File: src/rtl/charmap_pkg.sv
// Shared codes, FSM states and cursor command encoding for the character-print responder.
package charmap_pkg;

  localparam int DEF_COLS = 80;
  localparam int DEF_ROWS = 30;

  localparam logic [7:0] LF    = 8'h0A;
  localparam logic [7:0] CR    = 8'h0D;
  localparam logic [7:0] BS    = 8'h08;
  localparam logic [7:0] FF    = 8'h0C;
  localparam logic [7:0] SPACE = 8'h20;

  typedef enum logic {IDLE, CLEAR} state_t;

  typedef enum logic [2:0] {
    CUR_NONE,
    CUR_ADVANCE,
    CUR_NEWLINE,
    CUR_RETURN,
    CUR_BACK
  } cur_cmd_t;

endpackage

File: src/rtl/char_cursor.sv
// Text cursor: row/col registers with wrap, plus linear address of the stored and the
// "base" position (stored position, or home when the clear sequence is finishing).
module char_cursor
  import charmap_pkg::*;
#(
  parameter int COLS   = DEF_COLS,
  parameter int ROWS   = DEF_ROWS,
  parameter int ADDR_W = 12
) (
  input  logic              clk,
  input  logic              reset,
  input  cur_cmd_t          cmd,
  input  logic              home,
  output logic [ADDR_W-1:0] cursor_addr,
  output logic [ADDR_W-1:0] base_addr,
  output logic              base_col_zero
);

  localparam int COL_W = $clog2(COLS);
  localparam int ROW_W = $clog2(ROWS);

  logic [COL_W-1:0] col_q, col_b, col_d;
  logic [ROW_W-1:0] row_q, row_b, row_d;

  function automatic logic [ROW_W-1:0] row_inc(input logic [ROW_W-1:0] r);
    return (r == ROW_W'(ROWS - 1)) ? '0 : r + ROW_W'(1);
  endfunction

  function automatic logic [ADDR_W-1:0] lin(input logic [ROW_W-1:0] r,
                                            input logic [COL_W-1:0] c);
    return ADDR_W'(r) * ADDR_W'(COLS) + ADDR_W'(c);
  endfunction

  // Homing happens before the command so a character can execute on the clear-exit edge
  assign col_b = home ? '0 : col_q;
  assign row_b = home ? '0 : row_q;

  always_comb begin
    col_d = col_b;
    row_d = row_b;
    case (cmd)
      CUR_ADVANCE: begin
        if (col_b == COL_W'(COLS - 1)) begin
          col_d = '0;
          row_d = row_inc(row_b);
        end else begin
          col_d = col_b + COL_W'(1);
        end
      end
      CUR_NEWLINE: begin
        col_d = '0;
        row_d = row_inc(row_b);
      end
      CUR_RETURN: col_d = '0;
      CUR_BACK:   if (col_b != '0) col_d = col_b - COL_W'(1);
      default:    ;
    endcase
  end

  always_ff @(posedge clk or negedge reset) begin
    if (!reset) begin
      col_q <= '0;
      row_q <= '0;
    end else begin
      col_q <= col_d;
      row_q <= row_d;
    end
  end

  assign cursor_addr   = lin(row_q, col_q);
  assign base_addr     = lin(row_b, col_b);
  assign base_col_zero = (col_b == '0);

endmodule

File: src/rtl/char_map_writer.sv
// Character-print responder: decodes print strobes into character RAM writes, runs the
// clear-screen sweep, and buffers one character that arrives during a sweep.
module char_map_writer
  import charmap_pkg::*;
#(
  parameter int COLS   = DEF_COLS,
  parameter int ROWS   = DEF_ROWS,
  parameter int ADDR_W = 12
) (
  input  logic              clk,
  input  logic              reset,
  input  logic              charprint,
  input  logic [31:0]       writedata,
  output logic              vram_we,
  output logic [ADDR_W-1:0] vram_addr,
  output logic [7:0]        vram_data,
  output logic [ADDR_W-1:0] cursor_addr,
  output logic              busy,
  output logic              overflow
);

  localparam int CELLS = COLS * ROWS;
  localparam int SW_W  = ADDR_W + 1;

  state_t            state_q, state_d;
  logic              pend_vld_q, pend_vld_d;
  logic [7:0]        pend_code_q, pend_code_d;
  logic [SW_W-1:0]   sweep_q, sweep_d;
  logic              ovf_d;
  logic              we_d;
  logic [ADDR_W-1:0] addr_d;
  logic [7:0]        data_d;
  cur_cmd_t          cmd;
  logic              home;
  logic              exec;
  logic [7:0]        code;
  logic              sweep_last;
  logic [ADDR_W-1:0] base_addr;
  logic              base_col_zero;
  logic [7:0]        din;
  logic [23:0]       unused_hi;

  assign din        = writedata[7:0];
  assign unused_hi  = writedata[31:8];
  assign sweep_last = (state_q == CLEAR) && (sweep_q == SW_W'(CELLS));

  char_cursor #(.COLS(COLS), .ROWS(ROWS), .ADDR_W(ADDR_W)) u_cursor (
    .clk           (clk),
    .reset         (reset),
    .cmd           (cmd),
    .home          (home),
    .cursor_addr   (cursor_addr),
    .base_addr     (base_addr),
    .base_col_zero (base_col_zero)
  );

  always_comb begin
    state_d     = state_q;
    pend_vld_d  = pend_vld_q;
    pend_code_d = pend_code_q;
    sweep_d     = sweep_q;
    ovf_d       = overflow;
    we_d        = 1'b0;
    addr_d      = '0;
    data_d      = SPACE;
    cmd         = CUR_NONE;
    home        = 1'b0;
    exec        = 1'b0;
    code        = din;

    if (sweep_last) begin
      state_d = IDLE;
      home    = 1'b1;
    end

    // The exit edge behaves like IDLE with the cursor already homed
    if (state_q == IDLE || sweep_last) begin
      if (pend_vld_q) begin
        exec        = 1'b1;
        code        = pend_code_q;
        pend_vld_d  = charprint;
        pend_code_d = din;
      end else begin
        exec = charprint;
      end
    end else begin
      we_d    = 1'b1;
      addr_d  = sweep_q[ADDR_W-1:0];
      sweep_d = sweep_q + SW_W'(1);
      if (charprint) begin
        if (pend_vld_q) begin
          ovf_d = 1'b1;
        end else begin
          pend_vld_d  = 1'b1;
          pend_code_d = din;
        end
      end
    end

    if (exec) begin
      case (code)
        LF: cmd = CUR_NEWLINE;
        CR: cmd = CUR_RETURN;
        BS: begin
          if (!base_col_zero) begin
            cmd    = CUR_BACK;
            we_d   = 1'b1;
            addr_d = base_addr - ADDR_W'(1);
          end
        end
        FF: begin
          state_d = CLEAR;
          sweep_d = SW_W'(1);
          we_d    = 1'b1;
        end
        default: begin
          cmd    = CUR_ADVANCE;
          we_d   = 1'b1;
          addr_d = base_addr;
          data_d = code;
        end
      endcase
    end
  end

  always_ff @(posedge clk or negedge reset) begin
    if (!reset) begin
      state_q     <= IDLE;
      pend_vld_q  <= 1'b0;
      pend_code_q <= '0;
      sweep_q     <= '0;
      overflow    <= 1'b0;
      vram_we     <= 1'b0;
      vram_addr   <= '0;
      vram_data   <= '0;
    end else begin
      state_q     <= state_d;
      pend_vld_q  <= pend_vld_d;
      pend_code_q <= pend_code_d;
      sweep_q     <= sweep_d;
      overflow    <= ovf_d;
      vram_we     <= we_d;
      vram_addr   <= addr_d;
      vram_data   <= data_d;
    end
  end

  assign busy = (state_q == CLEAR);

endmodule
File: config.mk
export PLATFORM = sky130hd
export DESIGN_NAME = char_map_writer
export DESIGN_NICKNAME = d
export VERILOG_FILES = /design/src/rtl/charmap_pkg.sv /design/src/rtl/char_cursor.sv /design/src/rtl/char_map_writer.sv
export SDC_FILE = /design/constraint.sdc
export NUM_CORES = 1
export LEC_CHECK = 0
export ABC_AREA = 1
export BUFFER_PORTS_ARGS = -buffer_cell sky130_fd_sc_hd__buf_2
export CELL_PAD_IN_SITES_DETAIL_PLACEMENT = 0
export CELL_PAD_IN_SITES_GLOBAL_PLACEMENT = 1
export CORE_MARGIN = 10
export CORE_UTILIZATION = 42
export CTS_CLUSTER_SIZE = 16
export DETAILED_ROUTE_END_ITERATION = 10
export PLACE_DENSITY = 0.8
export SETUP_SLACK_MARGIN = 0.2
export SYNTH_ARGS = -nofsm -noshare
export SYNTH_HDL_FRONTEND = slang
export SYNTH_HIERARCHICAL = 1
export SYNTH_SLANG_ARGS = --single-unit
File: constraint.sdc
create_clock -name clk -period 4.4 [get_ports clk]
set_input_delay 0.44 -clock clk [delete_from_list [all_inputs] [get_ports clk]]
set_output_delay 0.44 -clock clk [all_outputs]
set_load 0.02 [all_outputs]
==> metrics <==
DRT iter0 DRCs=~300; max cap viols=0; Core Rows=38; first-pass GRT wire length=20.7 mm; gr busiest metal=met2; largest net degree at the start of global routing=a little under 60; Netlist cell types=41; number of remaining DRC errors=0; diode count=0; leak pwr=a little under 3 nW; clk buf depth=2; share of cells above drive strength 1=0.156; number of buffers inserted by port buffering=45; fin crit share=0.865; Worst Path Arrival=4.05 ns; DR pass1 iterations=5; CTS Sinks=57; max_slew headroom=0.478; root buffer cell=clkbuf_8; CTS tree=yes; setup TNS=0 ns; Clk pwr share=0.452; GR Layer Usage met2=0.233; WP buf/inv=6; clock latency on the worst-skew pair=0.36 ns; Int Power=0.908 mW; clk_skew=0.0126 ns; sequential share of power=0.447; commonest non-fill, non-tap cell in the layout=nand2_1; CTS buffer count=9; crit-path cells=inv_1 -> ha_1 -> nand4_1 -> nor4b_2 -> buf_4 -> inv_4 -> nand2_4 -> inv_1 -> nor2_1 -> nor2_1 -> ha_1 -> fa_1 -> xnor2_2 -> nor3_1 -> xor2_1 -> inv_1 -> nand4_1 -> xor2_1 -> inv_1 -> nand4_1 -> nand2_1 -> nand2_1 -> nand2_1; Worst-path clk slew=0.07 ns; Yosys warning count=6; Syn Inst Count=673; Fin. Hold Viols=0; slowest library cell on the worst path=fa_1; Seq/Total Area, Yosys=0.305; CP startpoint kind=register; peak per-stage delay on the critical path=0.43 ns; Crit path required time=around 4.6 ns; GRT Total Usage=0.156; Setup crit end kind=register; Crit path max-delay family=simple AND/OR/NAND/NOR gates; Tmin final=3.81 ns; most frequent CP cell=inv_1; Mean Syn Cell Area=roughly 6.9 um^2; vias per inst=5.14; final setup violation count=0; most frequent cells in the layout=170 x nand2_1, 106 x inv_1, 57 x dfrtp_1, 56 x nand3_1, 53 x nor2_1; synthesis-stage register bit count=57; Routed wire per std cell=14.0 um; # fillers=1,145; HP Class=in2async; IO Pins=70; vias in the first global route=4,292; cell area after synthesis=4680 um^2; initial core utilization=0.429; initial antenna violation count=0; status=finished, final reports clean; Comb pwr share=0.101; total routed wirelength=12.1 mm; Pwr Total=1.21 mW; RSZ-0062 raised after global routing=false; NumNets Final=780; full die area=15,800 um^2; worst slew pin tran=0.783 ns; met1 Usage GRT=0.213; Synth-to-Final Area Change=12.7%; fmax=approximately 260 MHz; Vias=4,433; GRT met3 Usage=0.0351; switching share of power=0.251; VDD IR max=0.000156 V; die height=about 130 um; GRT overflow=0; Crit Path Class=reg2reg; Sw Pwr=0.305 mW; gpl congestion=0.857; Final Max Slew Viols=0; H-tree lvl count=3; Chip Width=126 um; Post-Syn Nets=734; PwrDens=230 nW/um^2; Post-DP HPWL=9.07 mm; core box area=about 11,000 um^2; DRT antenna net count=0; worst-path fanout max=12
[area by class of cell]
| class | count | area [um^2] | share of cell area |
|---|---|---|---|
| Inverter | 113 | 427 | 0.0810 |
| Tap cell | 140 | 175 | 0.0332 |
| Multi-Input combinational cell | 482 | 2710 | 0.514 |
| Timing Repair Buffer | 56 | 320 | 0.0608 |
| Clock buffer | 12 | 145 | 0.0275 |
| Sequential cell | 57 | 1430 | 0.271 |
| Clock inverter | 3 | 65.1 | 0.0123 |
[through the flow]
step                hold WS (ns)  std cells  worst slack (ns)   util  area, um^2
global route               0.321        863             0.240  0.484        5270
CTS                        0.269        861             0.406  0.479        5220
detailed placement         0.462        846             0.429  0.460        5000
floorplan                  0.144        673             0.516      -        4680
finish                     0.243        863             0.595  0.484        5270
global placement           0.456        846             0.497  0.460        5000
[worst register-to-register path, delay by kind of cell, from the launching register on]
kind | cells | cell delay, ns
xor+xnor | 3 | 0.52
fa+ha+maj | 3 | 0.87
buf+inv | 6 | 0.61
flops | 1 | 0.41
simple gates | 11 | 1.28
[power by group through the flow]
stage / Clock (mW) / Combinational [mW] / Sequential [mW]
after floorplan: 0 / 0.0835 / 0.550
after global placement: 0 / 0.119 / 0.551
after detailed placement: 0 / 0.122 / 0.552
after CTS: 0.564 / 0.123 / 0.542
after global routing: 0.587 / 0.144 / 0.543
final: 0.548 / 0.122 / 0.542
[synth_stat cells (all sizes together)]
cell type,instances,area [um^2]
inv,113,424
buf,18,128
nor4,1,6.26
o22ai,1,6.26
xor2,12,105
o211ai,12,90.1
a31oi,3,18.8
a21oi,13,65.1
nor4b,1,8.76
ha,22,275
clkbuf,3,11.3
nor3,8,40.0
or2,1,6.26
nor2,65,297
nand2,180,732
xnor2,4,35.0
nand4,32,236
dfrtp,57,1430
o31ai,1,7.51
nor3b,1,7.51
fa,4,80.1
nand3b,3,22.5
o21bai,3,26.3
nand3,62,343
a21o,2,15.0
o21ai,51,263
[cells by family after synthesis]
| group | count (synthesis) | share of synthesized area |
|---|---|---|
| flip-flops | 57 | 0.305 |
| AND/OR/NAND/NOR | 354 | 0.363 |
| adder cells (fa/ha/maj) | 26 | 0.0760 |
| AO/OA/AOI/OAI | 86 | 0.105 |
| XOR/XNOR | 16 | 0.0300 |
| buffers and inverters | 134 | 0.120 |
[routing by layer]
metal | part of all wire | up-vias
met4 | 0.017 | 0
met5 | 0 | -
met1 | 0.51 | 2071
met2 | 0.43 | 77
met3 | 0.040 | 16
li1 | - | 2269
[path summary, 6_finish.rpt]
check / from / to / slack, ns / cells past startpoint
max reg2reg: sweep_q[0] / vram_addr[11] / 0.59 / 23
min in group clk: charprint / pend_vld_q / 0.34 / 3
min: reset / u_cursor/col_q[6] / 0.24 / 2
min reg2reg: overflow / overflow / 0.48 / 1
max in group asynchronous: reset / vram_addr[3] / 3.64 / 2
max: sweep_q[0] / vram_addr[11] / 0.59 / 23
[repair_timing]
item                                    4_1_cts  5_1_grt
hold endpoints to repair                      0        0
hold buffers                                  0        0
endpoints found under the setup margin        0       10
setup buffers                                 0        2
gates resized for setup                       0        8
[registers in the layout, indices dropped and copies added, names as in the netlist]
| signal | flops |
|---|---|
| overflow | 1 |
| u_cursor/col_q | 7 |
| sweep_q | 13 |
| pend_code_q | 8 |
| vram_we | 1 |
| busy | 1 |
| vram_data | 8 |
| pend_vld_q | 1 |
| u_cursor/row_q | 5 |
| vram_addr | 12 |
No activity file was read; power rests on OpenSTA's default activity.
